--- config.mk ---
export PLATFORM = sky130hd
export DESIGN_NAME = sync_fifo_ctrl
export DESIGN_NICKNAME = d
export VERILOG_FILES = /design/src/rtl/sync_fifo_pkg.sv /design/src/rtl/fifo_wrap_ptr.sv /design/src/rtl/sync_fifo_ctrl.sv
export SDC_FILE = /design/constraint.sdc
export NUM_CORES = 1
export LEC_CHECK = 0
export ABC_CLOCK_PERIOD_IN_PS = 2400
export CORE_UTILIZATION = 31
export CTS_CLUSTER_DIAMETER = 80
export DETAILED_ROUTE_END_ITERATION = 16
export GPL_ROUTABILITY_DRIVEN = 0
export PLACE_DENSITY_LB_ADDON = 0.08
export SYNTH_ARGS = -nofsm -noshare
export SYNTH_HDL_FRONTEND = slang
export SYNTH_SLANG_ARGS = --single-unit
--- constraint.sdc ---
create_clock -name clk -period 2.4 [get_ports clk]
set_input_delay 0.24 -clock clk [delete_from_list [all_inputs] [get_ports clk]]
set_output_delay 0.24 -clock clk [all_outputs]
set_load 0.01 [all_outputs]
--- src/rtl/sync_fifo_pkg.sv ---
// Shared types and width helpers for the synchronous FIFO controller.
// The optional error flags are enabled with the SYNC_FIFO_CTRL_ERR_EN macro.
package sync_fifo_pkg;

    function automatic int addr_w(input int depth);
        return (depth > 1) ? $clog2(depth) : 1;
    endfunction

    // Count must hold DEPTH itself, and level must hold DEPTH+1.
    function automatic int cnt_w(input int depth);
        return $clog2(depth) + 1;
    endfunction

    typedef struct packed {
        logic ovf;
        logic udf;
    } fifo_err_t;

endpackage

--- src/rtl/fifo_wrap_ptr.sv ---
// Increment-enable pointer for the FIFO RAM; wraps naturally at 2**W.
module fifo_wrap_ptr #(
    parameter int W = 3
) (
    input  logic         clk,
    input  logic         rst,
    input  logic         inc,
    output logic [W-1:0] ptr
);

    logic [W-1:0] ptr_r;

    // Pointer register: cleared by reset, advances by one on each enable.
    always_ff @(posedge clk) begin
        if (rst) begin
            ptr_r <= '0;
        end else if (inc) begin
            ptr_r <= ptr_r + {{(W-1){1'b0}}, 1'b1};
        end
    end

    assign ptr = ptr_r;

endmodule

--- src/rtl/sync_fifo_ctrl.sv ---
// FWFT FIFO controller driving an external two-port RAM (write on B, read on A).
// Define SYNC_FIFO_CTRL_ERR_EN to add the sticky ovf/udf error flags.
module sync_fifo_ctrl
    import sync_fifo_pkg::*;
#(
    parameter int WIDTH = 8,
    parameter int DEPTH = 8
) (
    input  logic                      clk,
    input  logic                      rst,
    input  logic                      in_valid,
    output logic                      in_ready,
    input  logic [WIDTH-1:0]          in_data,
    output logic                      out_valid,
    input  logic                      out_ready,
    output logic [WIDTH-1:0]          out_data,
    output logic [cnt_w(DEPTH)-1:0]   level,
    output logic                      ram_rena,
    output logic [addr_w(DEPTH)-1:0]  ram_addra,
    input  logic [WIDTH-1:0]          ram_douta,
    output logic                      ram_wenb,
    output logic [addr_w(DEPTH)-1:0]  ram_addrb,
    output logic [WIDTH-1:0]          ram_dinb
`ifdef SYNC_FIFO_CTRL_ERR_EN
    ,
    output logic                      ovf,
    output logic                      udf
`endif
);

    localparam int AW = addr_w(DEPTH);
    localparam int CW = cnt_w(DEPTH);
    localparam logic [CW-1:0] FULL_CNT = CW'(DEPTH);
    localparam logic [CW-1:0] ONE_CNT  = {{(CW-1){1'b0}}, 1'b1};

    logic [CW-1:0] ram_cnt_r;
    logic [CW-1:0] ram_cnt_next_s;
    logic          out_valid_r;
    logic [AW-1:0] wr_ptr_s;
    logic [AW-1:0] rd_ptr_s;
    logic          in_ready_s;
    logic          push_s;
    logic          pop_s;
    logic          rd_issue_s;

    fifo_wrap_ptr #(.W(AW)) u_wr_ptr (
        .clk (clk),
        .rst (rst),
        .inc (push_s),
        .ptr (wr_ptr_s)
    );

    fifo_wrap_ptr #(.W(AW)) u_rd_ptr (
        .clk (clk),
        .rst (rst),
        .inc (rd_issue_s),
        .ptr (rd_ptr_s)
    );

    // Handshake decode; ram_cnt only counts written, not-yet-read entries,
    // so a read can never hit the slot being written this cycle.
    always_comb begin
        in_ready_s = 1'b0;
        push_s     = 1'b0;
        pop_s      = 1'b0;
        rd_issue_s = 1'b0;
        in_ready_s = (ram_cnt_r != FULL_CNT);
        push_s     = in_valid & in_ready_s;
        pop_s      = out_valid_r & out_ready;
        rd_issue_s = (ram_cnt_r != {CW{1'b0}}) & (~out_valid_r | out_ready);
    end

    // Next RAM occupancy from the push/read-issue pair.
    always_comb begin
        ram_cnt_next_s = ram_cnt_r;
        case ({push_s, rd_issue_s})
            2'b10:   ram_cnt_next_s = ram_cnt_r + ONE_CNT;
            2'b01:   ram_cnt_next_s = ram_cnt_r - ONE_CNT;
            default: ram_cnt_next_s = ram_cnt_r;
        endcase
    end

    // RAM occupancy register.
    always_ff @(posedge clk) begin
        if (rst) begin
            ram_cnt_r <= '0;
        end else begin
            ram_cnt_r <= ram_cnt_next_s;
        end
    end

    // Head-valid flag: a read issue refills the RAM output register.
    always_ff @(posedge clk) begin
        if (rst) begin
            out_valid_r <= 1'b0;
        end else if (rd_issue_s) begin
            out_valid_r <= 1'b1;
        end else if (pop_s) begin
            out_valid_r <= 1'b0;
        end
    end

    assign in_ready  = in_ready_s;
    assign out_valid = out_valid_r;
    assign out_data  = ram_douta;
    assign level     = ram_cnt_r + {{(CW-1){1'b0}}, out_valid_r};
    assign ram_wenb  = push_s;
    assign ram_addrb = wr_ptr_s;
    assign ram_dinb  = in_data;
    assign ram_rena  = rd_issue_s;
    assign ram_addra = rd_ptr_s;

`ifdef SYNC_FIFO_CTRL_ERR_EN
    fifo_err_t err_r;

    // Sticky error flags, cleared only by reset.
    always_ff @(posedge clk) begin
        if (rst) begin
            err_r <= '0;
        end else begin
            if (in_valid & ~in_ready_s) begin
                err_r.ovf <= 1'b1;
            end
            if (out_ready & (level == {CW{1'b0}})) begin
                err_r.udf <= 1'b1;
            end
        end
    end

    assign ovf = err_r.ovf;
    assign udf = err_r.udf;
`endif

endmodule
# Word-level counts from Yosys, hierarchy flattened
# Index checks and enable logic that the tools add are counted.
[word_totals] reg_bits=11 latch_bits=0 ram_bits=0 mem_bits_ro=0 inputBits=20 mem_count=0
[op_classes] addsub=5 n_mul=0 n_div=0 magnitude_cmp=0 n_eq_ne=3 shifts=0 n_mux=3 bitwise_logic=5 n_reduce_logical=3
[ops] op="one-hot mux 4 bit (2 select lines)" count=1
[ops] op="adder 3 x 1 -> 3 bit, second input constant" count=2
[ops] op="adder 4 x 1 -> 4 bit" count=1
[ops] op="adder 4 x 1 -> 4 bit, second input constant" count=1
[ops] op="inequality test 4 bit, second input constant" count=1
[ops] op="nonzero test 2 bit" count=2
[ops] op="nonzero test 4 bit" count=1
[ops] op="subtractor 4 x 1 -> 4 bit, second input constant" count=1
[ops] op="AND 1 bit" count=3
[ops] op="== test 2 x 1 -> 1 bit, second input constant" count=1
[ops] op="== test 2 bit, second input constant" count=1
[ops] op="2-to-1 mux 1 bit" count=2
[ops] op="inverter 1 bit" count=1
[ops] op="OR 1 bit" count=1

# Longest topological paths before layout
# Gate-level depths: netlist of the first run.
[logic_depth] word_depth=5 ltp_mapped=9 depth_no_buf=9

# Hierarchy
# A second synthesis of the first run with hierarchy kept.
[unflattened] cells_unflattened=79 hier_area_um2=711.9
[by_module_without_submodules] mod="sync_fifo_ctrl" instances=1 cells_per_inst=57 area_per_inst_um2=469.2 seq_area_each_um2=100.1
[by_module_without_submodules] mod="fifo_wrap_ptr" instances=2 cells_per_inst=11 area_per_inst_um2=121.4 seq_area_each_um2=60.1

# Worst setup path before layout of the first run
# Ideal clock, no wire load.
[synth_path] path_type="register to register" start="register ram_cnt_r[0]" end="register ram_cnt_r[3]" setup_time_ns=0.071 arrival_ns=2.303 setup_slack_ns=0.026 stages_incl_launch_ff=9 path_buffers=0 cell_sequence="dfxtp_1 nor4_1 nor2b_1 ha_1 ha_1 a21oi_1 a21oi_1 or4_1 a21oi_1"
[synth_via] elab_chain_len=4 word_cells_on_any_way=10
[synth_rtl] item="start, declared" line_no="sync_fifo_ctrl.sv:36" rtl="logic [CW-1:0] ram_cnt_r;"
[synth_rtl] item="start signal, assigned" line_no="sync_fifo_ctrl.sv:88" rtl="ram_cnt_r <= ram_cnt_next_s;"
[synth_rtl] item="nonzero test 4 bit *" line_no="sync_fifo_ctrl.sv:70" rtl="rd_issue_s = (ram_cnt_r != {CW{1'b0}}) & (~out_valid_r | out_ready);"
[synth_rtl] item="AND 1 bit *" line_no="sync_fifo_ctrl.sv:70"
[synth_rtl] item="via ram_rena" line_no="sync_fifo_ctrl.sv:18" rtl="output logic ram_rena,"
[synth_rtl] item="== test 2 x 1 -> 1 bit or == test 2 bit (tied branches)" line_no="sync_fifo_ctrl.sv:76" rtl="case ({push_s, rd_issue_s})"
[synth_rtl] item="one-hot mux 4 bit (2 select lines) or nonzero test 2 bit (tied branches)"
# Mark *: on every way through the listed nets, which the timed path passes. The rest lies on a longest branch.
# A chain may end at the register's enable or synchronous reset.

# Worst setup path after layout of the first run
[layout_path] start="register ram_cnt_r[0]" end="register ram_cnt_r[3]"
[layout_via] elab_chain_len=4 word_cells_on_any_way=10
[layout_rtl] item="inequality test 4 bit or nonzero test 4 bit (tied branches)" line_no="sync_fifo_ctrl.sv:67, sync_fifo_ctrl.sv:70"
[layout_rtl] item="AND 1 bit (on tied branches)" line_no="sync_fifo_ctrl.sv:68, sync_fifo_ctrl.sv:70"
[layout_rtl] item="== test 2 x 1 -> 1 bit or == test 2 bit (tied branches)" line_no="sync_fifo_ctrl.sv:76"
[layout_rtl] item="one-hot mux 4 bit (2 select lines) or nonzero test 2 bit (tied branches)"
# Parallel ways exist; a longest one is shown, timed or not.

==> results of run 1 <==
## area by class of cell
| class | instances | area (sq um) | share of cell area, % |
|---|---|---|---|
| tap | 28 | 35.03 | 3.694 |
| inverter | 4 | 15.01 | 1.583 |
| timing repair buffer | 29 | 260.3 | 27.44 |
| clock buffer | 4 | 26.28 | 2.770 |
| multi-input combinational | 48 | 390.4 | 41.16 |
| sequential | 11 | 221.5 | 23.35 |
## registers in the layout (all words and copies together), names as in the netlist
register	cells
ram_cnt_r	4
u_rd_ptr.ptr	3
out_valid	1
u_wr_ptr.ptr	3
## synth_stat cells (3+ instances only)
cell type | n | area (sq um)
ha_1 | 7 | 87.58
xnor2_1 | 3 | 26.28
nand3_1 | 4 | 20.02
buf_4 | 16 | 120.1
a21oi_1 | 6 | 30.03
nor2_1 | 10 | 37.54
xor2_1 | 5 | 43.79
inv_1 | 4 | 15.01
dfxtp_1 | 11 | 220.2
## critical path: stages, from the launching register on
cell     delay (ns)
dfxtp_2        0.34
or4b_4         0.56
nand2_4        0.10
ha_4           0.15
ha_4           0.20
a21oi_2        0.12
a21oi_1        0.09
or4_1          0.46
a21oi_1        0.15
## routing by layer
metal | routed length, microns | vias up | GRT usage (%)
met4 | 0 | 0 | 6.190
met2 | 630 | 20 | 18.67
met3 | 111 | 0 | 4.242
met1 | 658 | 233 | 17.47
li1 | - | 283 | -
met5 | 0 | - | 0
## per-stage QoR
step | instances | cell area [sq um] | hold slack [ns] | utilization (%)
6_report | 124 | 948.4 | 0.4800 | 43.29
5_1_grt | 124 | 948.4 | 0.4800 | 43.29
4_1_cts | 124 | 920.9 | 0.4801 | 42.03
3_5_place_dp | 120 | 892.1 | 0.4801 | 40.72
3_3_place_gp | 120 | 892.1 | 0.4801 | 40.72
2_1_floorplan | 80 | 720.7 | 0.3024 | -
## power by group
group          switching (uW)  internal, uW  total, uW
clock network            63.3          64.2        128
registers                52.1           246        298
logic                     397           529        926
total                     513           838       1350
## what timing repair did
item	CTS	global route
buffers inserted	0	0
resized for setup	1	4
pin swaps	0	0
setup endpoints to repair	1	1
## worst min path at each step
stage / endpoint / slack (ns) / depth (start not counted)
2_1_floorplan: u_wr_ptr.ptr[1]$_SDFFE_PP0P_ / 0.30 / 1
4_1_cts: out_data[3] / 0.48 / 0
3_3_place_gp: out_data[3] / 0.48 / 0
5_1_grt: ram_dinb[2] / 0.48 / 0
3_5_place_dp: out_data[3] / 0.48 / 0
6_report: out_data[0] / 0.48 / 0
## cell families after synthesis
family | Yosys count
muxes | 1
adders and majority gates | 8
xor gates and xnor gates | 8
DFF | 11
AOI/OAI and AO/OA | 8
buffers and inverters | 21
and+or+nand+nor | 23
==> results.cfg, run 1 <==
[routing]
drtIter0Drc = 2
drc = 0
viasPerCell = 4.323
wl_per_cell_microns = 11.30
ant_nets = 0
vias = 536
routed_wirelength_microns = 1401
firstDrtPassIters = 4

[timing]
fin_crit_sh_pct = 92.91
setup_violations = 0
tightest_slew_ns = 0.4803
fmax_ghz = 0.4485
fin_skew_ns = 0.003163
finalCriticalPeriod_ns = 2.230
finalHoldViolCount = 0
slew_headroom_pct = 67.88
slew_violations = 0
tns_ns = 0
postLayoutSetupSlackWorst_ns = 0.1701

[critical_path]
start_kind = flop
critPathMaxFanout = 4
cp.arrival_ns = 2.42
cp-end-kind = flop
cp.required_ns = 2.59
rrSetupSlack_ns = 0.17
critPathKind = flop to flop
worstSetupEndpoint = ram_cnt_r[3]$_SDFFE_PP0P_
rr_startpoint = ram_cnt_r[0]$_SDFFE_PP0P_
crit_start = ram_cnt_r[0]$_SDFFE_PP0P_
reg2reg_depth = 8
r2r_end = ram_cnt_r[3]$_SDFFE_PP0P_

[logic_synthesis]
syn_area_per_cell_sq_um = 9.009
yosys.area_share.xor_xnor_pct = 9.722
synth_simple_gate_area_share_pct = 17.71
synthAdderAreaFrac_pct = 14.93
synth_cell_types = 23
synth.ff_latch_count = 11
synth_nets = 108
yosys-mux-area-fraction_pct = 1.389
synth_compound_area_share_pct = 6.424
synth_enable_flop_cells = 0
synth_top_family_by_area = buffers and inverters
yosysWarnings = 0
synthArstFlopShare_pct = 0
netlist_area_sq_um = 720.7
synthCells = 80
ys_seq_area_share_pct = 30.56
ys.flop_type = dfxtp_1

[layout]
synthToLayoutAreaGrowth_pct = 31.60
layout_commonest_cell = clkdlybuf4s50_1
nets = 125
n_fill_cell = 220
final_cell_mix = 17 x clkdlybuf4s50_1, 12 x buf_4, 10 x nor2_1, 10 x dfxtp_1
antennaDiodeCount = 0
drive_gt1_share_pct = 22.92

[floorplanning]
io_pins = 50
dieArea_sq_mm = 0.002522
num_rows = 17
start_util_pct = 32.90
die_w_microns = 50.22
die_height_microns = 50.22
core_sq_mm = 0.002191

[global_routing]
grt_usage_pct = 13.06
grt_pass1_wl_microns = 2428
grt.overflow.total = 0
antenna_found_initial = 0
grt_max_degree = 12
grt_pass1_vias = 526

[placement]
place_worst_setup_slack_ns = -0.02697
port_buffers = 17
dpl.hpwl_microns = 1117

[cts]
hold_buffers = 0
root_buffer = clkbuf_4
cts_tree = built
clkTransAtPathRegs_ns = 0.07
clk_latency_ns = 0.26
cts_sinks = 11
numCtsBuffers = 3
h-tree-depth = 1
cts_buffer_depth = 2

[worst_hold_path]
hold_start = ram_douta[0]
min_path_type = input pin to output port

[power]
pwr_density_cell_mw_per_mm2 = 1424
power_leakage_uw = 0.0004053
ir_drop_mv = 0.5829
finalPower_uw = 1351

[status]
outcome = finished, final reports clean

[job]
drv_cap = 0
No activity file was read; power rests on OpenSTA's default activity.
==> run 2: changes to the inputs <==
- ABC_CLOCK_PERIOD_IN_PS: 2400 -> 2750
- CAP_MARGIN: unset -> 20
- CORE_MARGIN: unset -> 1.5
- CORE_UTILIZATION: 31 -> 37
- clock period: 2.4 -> 2.75 ns (I/O delays scaled with it)
==> results.cfg, run 2 (same netlist as run 1, synthesis figures left out) <==
[cts]
numCtsBuffers = 3
clkTransAtPathRegs_ns = 0.07
cts_buffer_depth = 2
h-tree-depth = 1
clk_latency_ns = 0.26
hold_buffers = 0
cts_sinks = 11
root_buffer = clkbuf_4
cts_tree = built

[power]
pwr_density_cell_mw_per_mm2 = 1205
p_int_uw = 605.3
power_frac_comb_pct = 61.5
sw_frac_of_total_pct = 40.06
p_switching_uw = 404.6
power_leakage_uw = 0.0003532
pwr-share-clk_pct = 10.7
ir_drop_mv = 0.5280
seqPwrFrac_pct = 27.8

[critical_path]
cp-end-kind = flop
start_kind = flop
critPathKind = flop to flop
critPathMaxFanout = 6
rrSetupSlack_ns = 0.21
cp.required_ns = 2.94
cp.arrival_ns = 2.73

[timing]
finalCriticalPeriod_ns = 2.540
fin_crit_sh_pct = 92.38
tightest_slew_ns = 0.4676
fmax_ghz = 0.3936
finalHoldViolCount = 0
rsz0062_at_grt = no
slew_violations = 0
fin_skew_ns = 0.003829
setup_violations = 0
slew_headroom_pct = 68.73
tns_ns = 0

[layout]
drive_gt1_share_pct = 9.412
top_register = ram_cnt_r
fin_util_pct = 47.02
nets = 114
synthToLayoutAreaGrowth_pct = 16.32
layout_commonest_cell = clkdlybuf4s50_1
antennaDiodeCount = 0
largest_reg_flops = 4
final_cell_mix = 17 x clkdlybuf4s50_1, 11 x dfxtp_1, 10 x nor2_1

[routing]
wl_per_cell_microns = 11.57
viasPerCell = 4.955
firstDrtPassIters = 2
drtIter0Drc = 2
drc = 0
vias = 545
routed_wirelength_microns = 1273
ant_nets = 0

[floorplanning]
start_util_pct = 40.42
num_rows = 15
io_pins = 50
die_w_microns = 47.14
dieArea_sq_mm = 0.002222
die_height_microns = 47.14
core_sq_mm = 0.001783

[job]
drv_cap = 0

[global_routing]
grt_max_degree = 12
grt_pass1_wl_microns = 2049
antenna_found_initial = 0
grt_usage_pct = 13.74
grt.overflow.total = 0
grt_pass1_vias = 493

[status]
outcome = finished, final reports clean

[worst_hold_path]
min_path_type = flop to flop

[placement]
port_buffers = 17
dpl.hpwl_microns = 948.2
run 2: cell count changes in the layout (fill, tap and decap cells not counted), sizes merged:
cell | before | now
buf | 12 | 1
run 2: what timing repair did:
| action | in CTS | in global routing |
|---|---|---|
| resized for setup | 0 | 1 |
| setup endpoints to repair | 0 | 1 |
| setup buffers | 0 | 0 |
run 2: worst paths after layout:
kind                                   to  depth (start not counted)                          from
max             ram_cnt_r[3]$_SDFFE_PP0P_                          8     ram_cnt_r[0]$_SDFFE_PP0P_
min          u_wr_ptr.ptr[1]$_SDFFE_PP0P_                          2  u_wr_ptr.ptr[1]$_SDFFE_PP0P_
max reg2reg     ram_cnt_r[3]$_SDFFE_PP0P_                          8     ram_cnt_r[0]$_SDFFE_PP0P_
min reg2reg  u_wr_ptr.ptr[1]$_SDFFE_PP0P_                          2  u_wr_ptr.ptr[1]$_SDFFE_PP0P_
run 2: cell type report:
| cell class | instances | area, sq um |
|---|---|---|
| Clock buffer | 4 | 26.28 |
| Fill cell | 184 | 944.7 |
| Inverter | 4 | 15.01 |
| Multi-Input combinational cell | 48 | 367.9 |
| Sequential cell | 11 | 220.2 |
| Tap cell | 25 | 31.28 |
| Timing Repair Buffer | 18 | 177.7 |
run 2: power groups by stage:
| stage | logic, uW | clock network, uW | registers (uW) |
|---|---|---|---|
| 2_1_floorplan | 396 | 0 | 278 |
| 3_3_place_gp | 610 | 0 | 280 |
| 3_5_place_dp | 620 | 0 | 280 |
| 4_1_cts | 626 | 114 | 278 |
| 5_1_grt | 701 | 126 | 290 |
| 6_report | 621 | 108 | 281 |
run 2: per-stage QoR:
step | instances | power (uW) | cell area (sq um) | setup WS, ns | hold WS [ns]
floorplan | 80 | 673.5 | 720.7 | 0.3764 | 0.3374
detailed placement | 106 | 899.7 | 805.8 | 0.2462 | 0.4871
global placement | 106 | 890.0 | 805.8 | 0.2886 | 0.4818
global route | 110 | 1118 | 838.3 | 0.03401 | 0.5159
finish | 110 | 1010 | 838.3 | 0.2095 | 0.4959
CTS | 110 | 1018 | 832.0 | 0.2323 | 0.4964
run 2: metal layers:
layer,GRT usage [%],vias to the layer above,share of wire (%)
li1,-,259,-
met1,15.15,250,45
met2,21.92,34,47
met3,5.385,2,7.0
met4,8.889,0,0.86
met5,0,-,0
run 2: critical path: stages, from the launching register on:
cell,delay (ns)
dfxtp_1,0.38
or4b_4,0.60
nand2_4,0.11
ha_1,0.20
ha_1,0.28
a21oi_1,0.17
a21oi_1,0.10
or4_1,0.47
a21oi_1,0.14
==> run 3: changes to the inputs <==
- SETUP_SLACK_MARGIN: unset -> 0.05
==> results.cfg, run 3 (same netlist as run 1, synthesis figures left out) <==
[floorplanning]
die_height_microns = 47.14
core_sq_mm = 0.001783
num_rows = 15
die_w_microns = 47.14
dieArea_sq_mm = 0.002222
io_pins = 50
start_util_pct = 40.42

[critical_path]
start_kind = flop
slowest_stage = or4b_4
cp_top_family = simple AND/OR/NAND/NOR gates
cp.arrival_ns = 2.70
crit_top_cell = a21oi_1
cp-end-kind = flop
critPathMaxStageDelay_ns = 0.53
crit_chain = or4b_4 > nand2_4 > ha_1 > ha_1 > a21oi_1 > a21oi_1 > or4_1 > a21oi_1
critPathKind = flop to flop
cp_num_buf_inv = 0
cp.required_ns = 2.94
critPathMaxFanout = 5

[timing]
finalHoldViolCount = 0
fin_skew_ns = 0.003829
tightest_slew_ns = 0.4676
fin_crit_sh_pct = 91.41
rsz0062_at_grt = no
fmax_ghz = 0.3978
slew_headroom_pct = 68.73
setup_violations = 0
finalCriticalPeriod_ns = 2.514
tns_ns = 0
slew_violations = 0

[routing]
routed_wirelength_microns = 1273
viasPerCell = 4.955
drtIter0Drc = 2
drc = 0
vias = 545
wl_per_cell_microns = 11.57
firstDrtPassIters = 2
ant_nets = 0

[global_routing]
grt_pass1_vias = 493
grt.overflow.total = 0
grt_pass1_wl_microns = 2049
antenna_found_initial = 0
grt_max_degree = 12
grt_usage_pct = 13.74

[cts]
numCtsBuffers = 3
cts_tree = built
hold_buffers = 0
clkTransAtPathRegs_ns = 0.07
clk_latency_ns = 0.26
h-tree-depth = 1
cts_buffer_depth = 2
root_buffer = clkbuf_4
cts_sinks = 11

[layout]
drive_gt1_share_pct = 11.76
final_cell_mix = 17 x clkdlybuf4s50_1, 10 x nor2_1, 9 x dfxtp_1
antennaDiodeCount = 0
layout_commonest_cell = clkdlybuf4s50_1
top_register = ram_cnt_r
nets = 114
synthToLayoutAreaGrowth_pct = 16.67
largest_reg_flops = 4

[power]
p_switching_uw = 404.6
ir_drop_mv = 0.5284
p_int_uw = 607.7
power_leakage_uw = 0.0003538
seqPwrFrac_pct = 28.0
power_frac_comb_pct = 61.4
sw_frac_of_total_pct = 39.97
pwr-share-clk_pct = 10.6
finalPower_uw = 1012
pwr_density_cell_mw_per_mm2 = 1204

[job]
drv_cap = 0

[placement]
dpl.hpwl_microns = 948.2
port_buffers = 17

[status]
outcome = finished, final reports clean

[worst_hold_path]
min_path_type = flop to flop
-- run 3: cell counts in the layout (fill, tap and decap cells not counted) --
Identical to the previous run, type by type.
-- run 3: worst reg2reg max path: cells and delay by family (launching register included) --
kind	cells	cell delay, ns
compound gates	3	0.41
fa+ha+maj	2	0.48
simple gates	3	1.12
flops	1	0.43
-- run 3: area by class of cell --
cell class,count,area [sq um]
fillers,185,942.2
inverters,4,15.01
flip-flops and latches,11,222.7
well taps,25,31.28
repair buffers,18,177.7
clock buffers,4,26.28
multi-input cells,48,367.9
-- run 3: per-layer routing --
metal	vias up	track usage (%)	part of all wire, %
met5	-	0	0
met4	0	8.889	0.86
met3	2	5.385	7.0
met2	34	21.92	47
met1	250	15.15	45
li1	259	-	-
-- run 3: path summary, 6_finish.rpt --
check | startpoint | endpoint | slack (ns) | depth (start not counted)
max | ram_cnt_r[3]$_SDFFE_PP0P_ | ram_cnt_r[3]$_SDFFE_PP0P_ | 0.24 | 8
min | u_wr_ptr.ptr[1]$_SDFFE_PP0P_ | u_wr_ptr.ptr[1]$_SDFFE_PP0P_ | 0.50 | 2
max reg2reg | ram_cnt_r[3]$_SDFFE_PP0P_ | ram_cnt_r[3]$_SDFFE_PP0P_ | 0.24 | 8
min reg2reg | u_wr_ptr.ptr[1]$_SDFFE_PP0P_ | u_wr_ptr.ptr[1]$_SDFFE_PP0P_ | 0.50 | 2
-- run 3: per-stage QoR --
stage                     cell area (sq um)  utilization [%]  worst slack, ns  hold slack, ns  cells
after global placement                805.8            45.19           0.2886          0.4818    106
final                                 840.8            47.16           0.2362          0.4959    110
after CTS                             832.0            46.67           0.2323          0.4964    110
after detailed placement              805.8            45.19           0.2462          0.4871    106
after global routing                  840.8            47.16          0.06212          0.5159    110
after floorplan                       720.7                -           0.3764          0.3374     80
-- run 3: power by group through the flow --
stage	Sequential, uW	Clock [uW]	Combinational (uW)
finish	283	108	622
global route	293	126	702
CTS	278	114	626
detailed placement	280	0	620
global placement	280	0	610
floorplan	278	0	396
-- run 3: timing repair --
item,in CTS,in global routing
buffers inserted,0,0
endpoints found under the setup margin,0,1
resized for setup,0,3
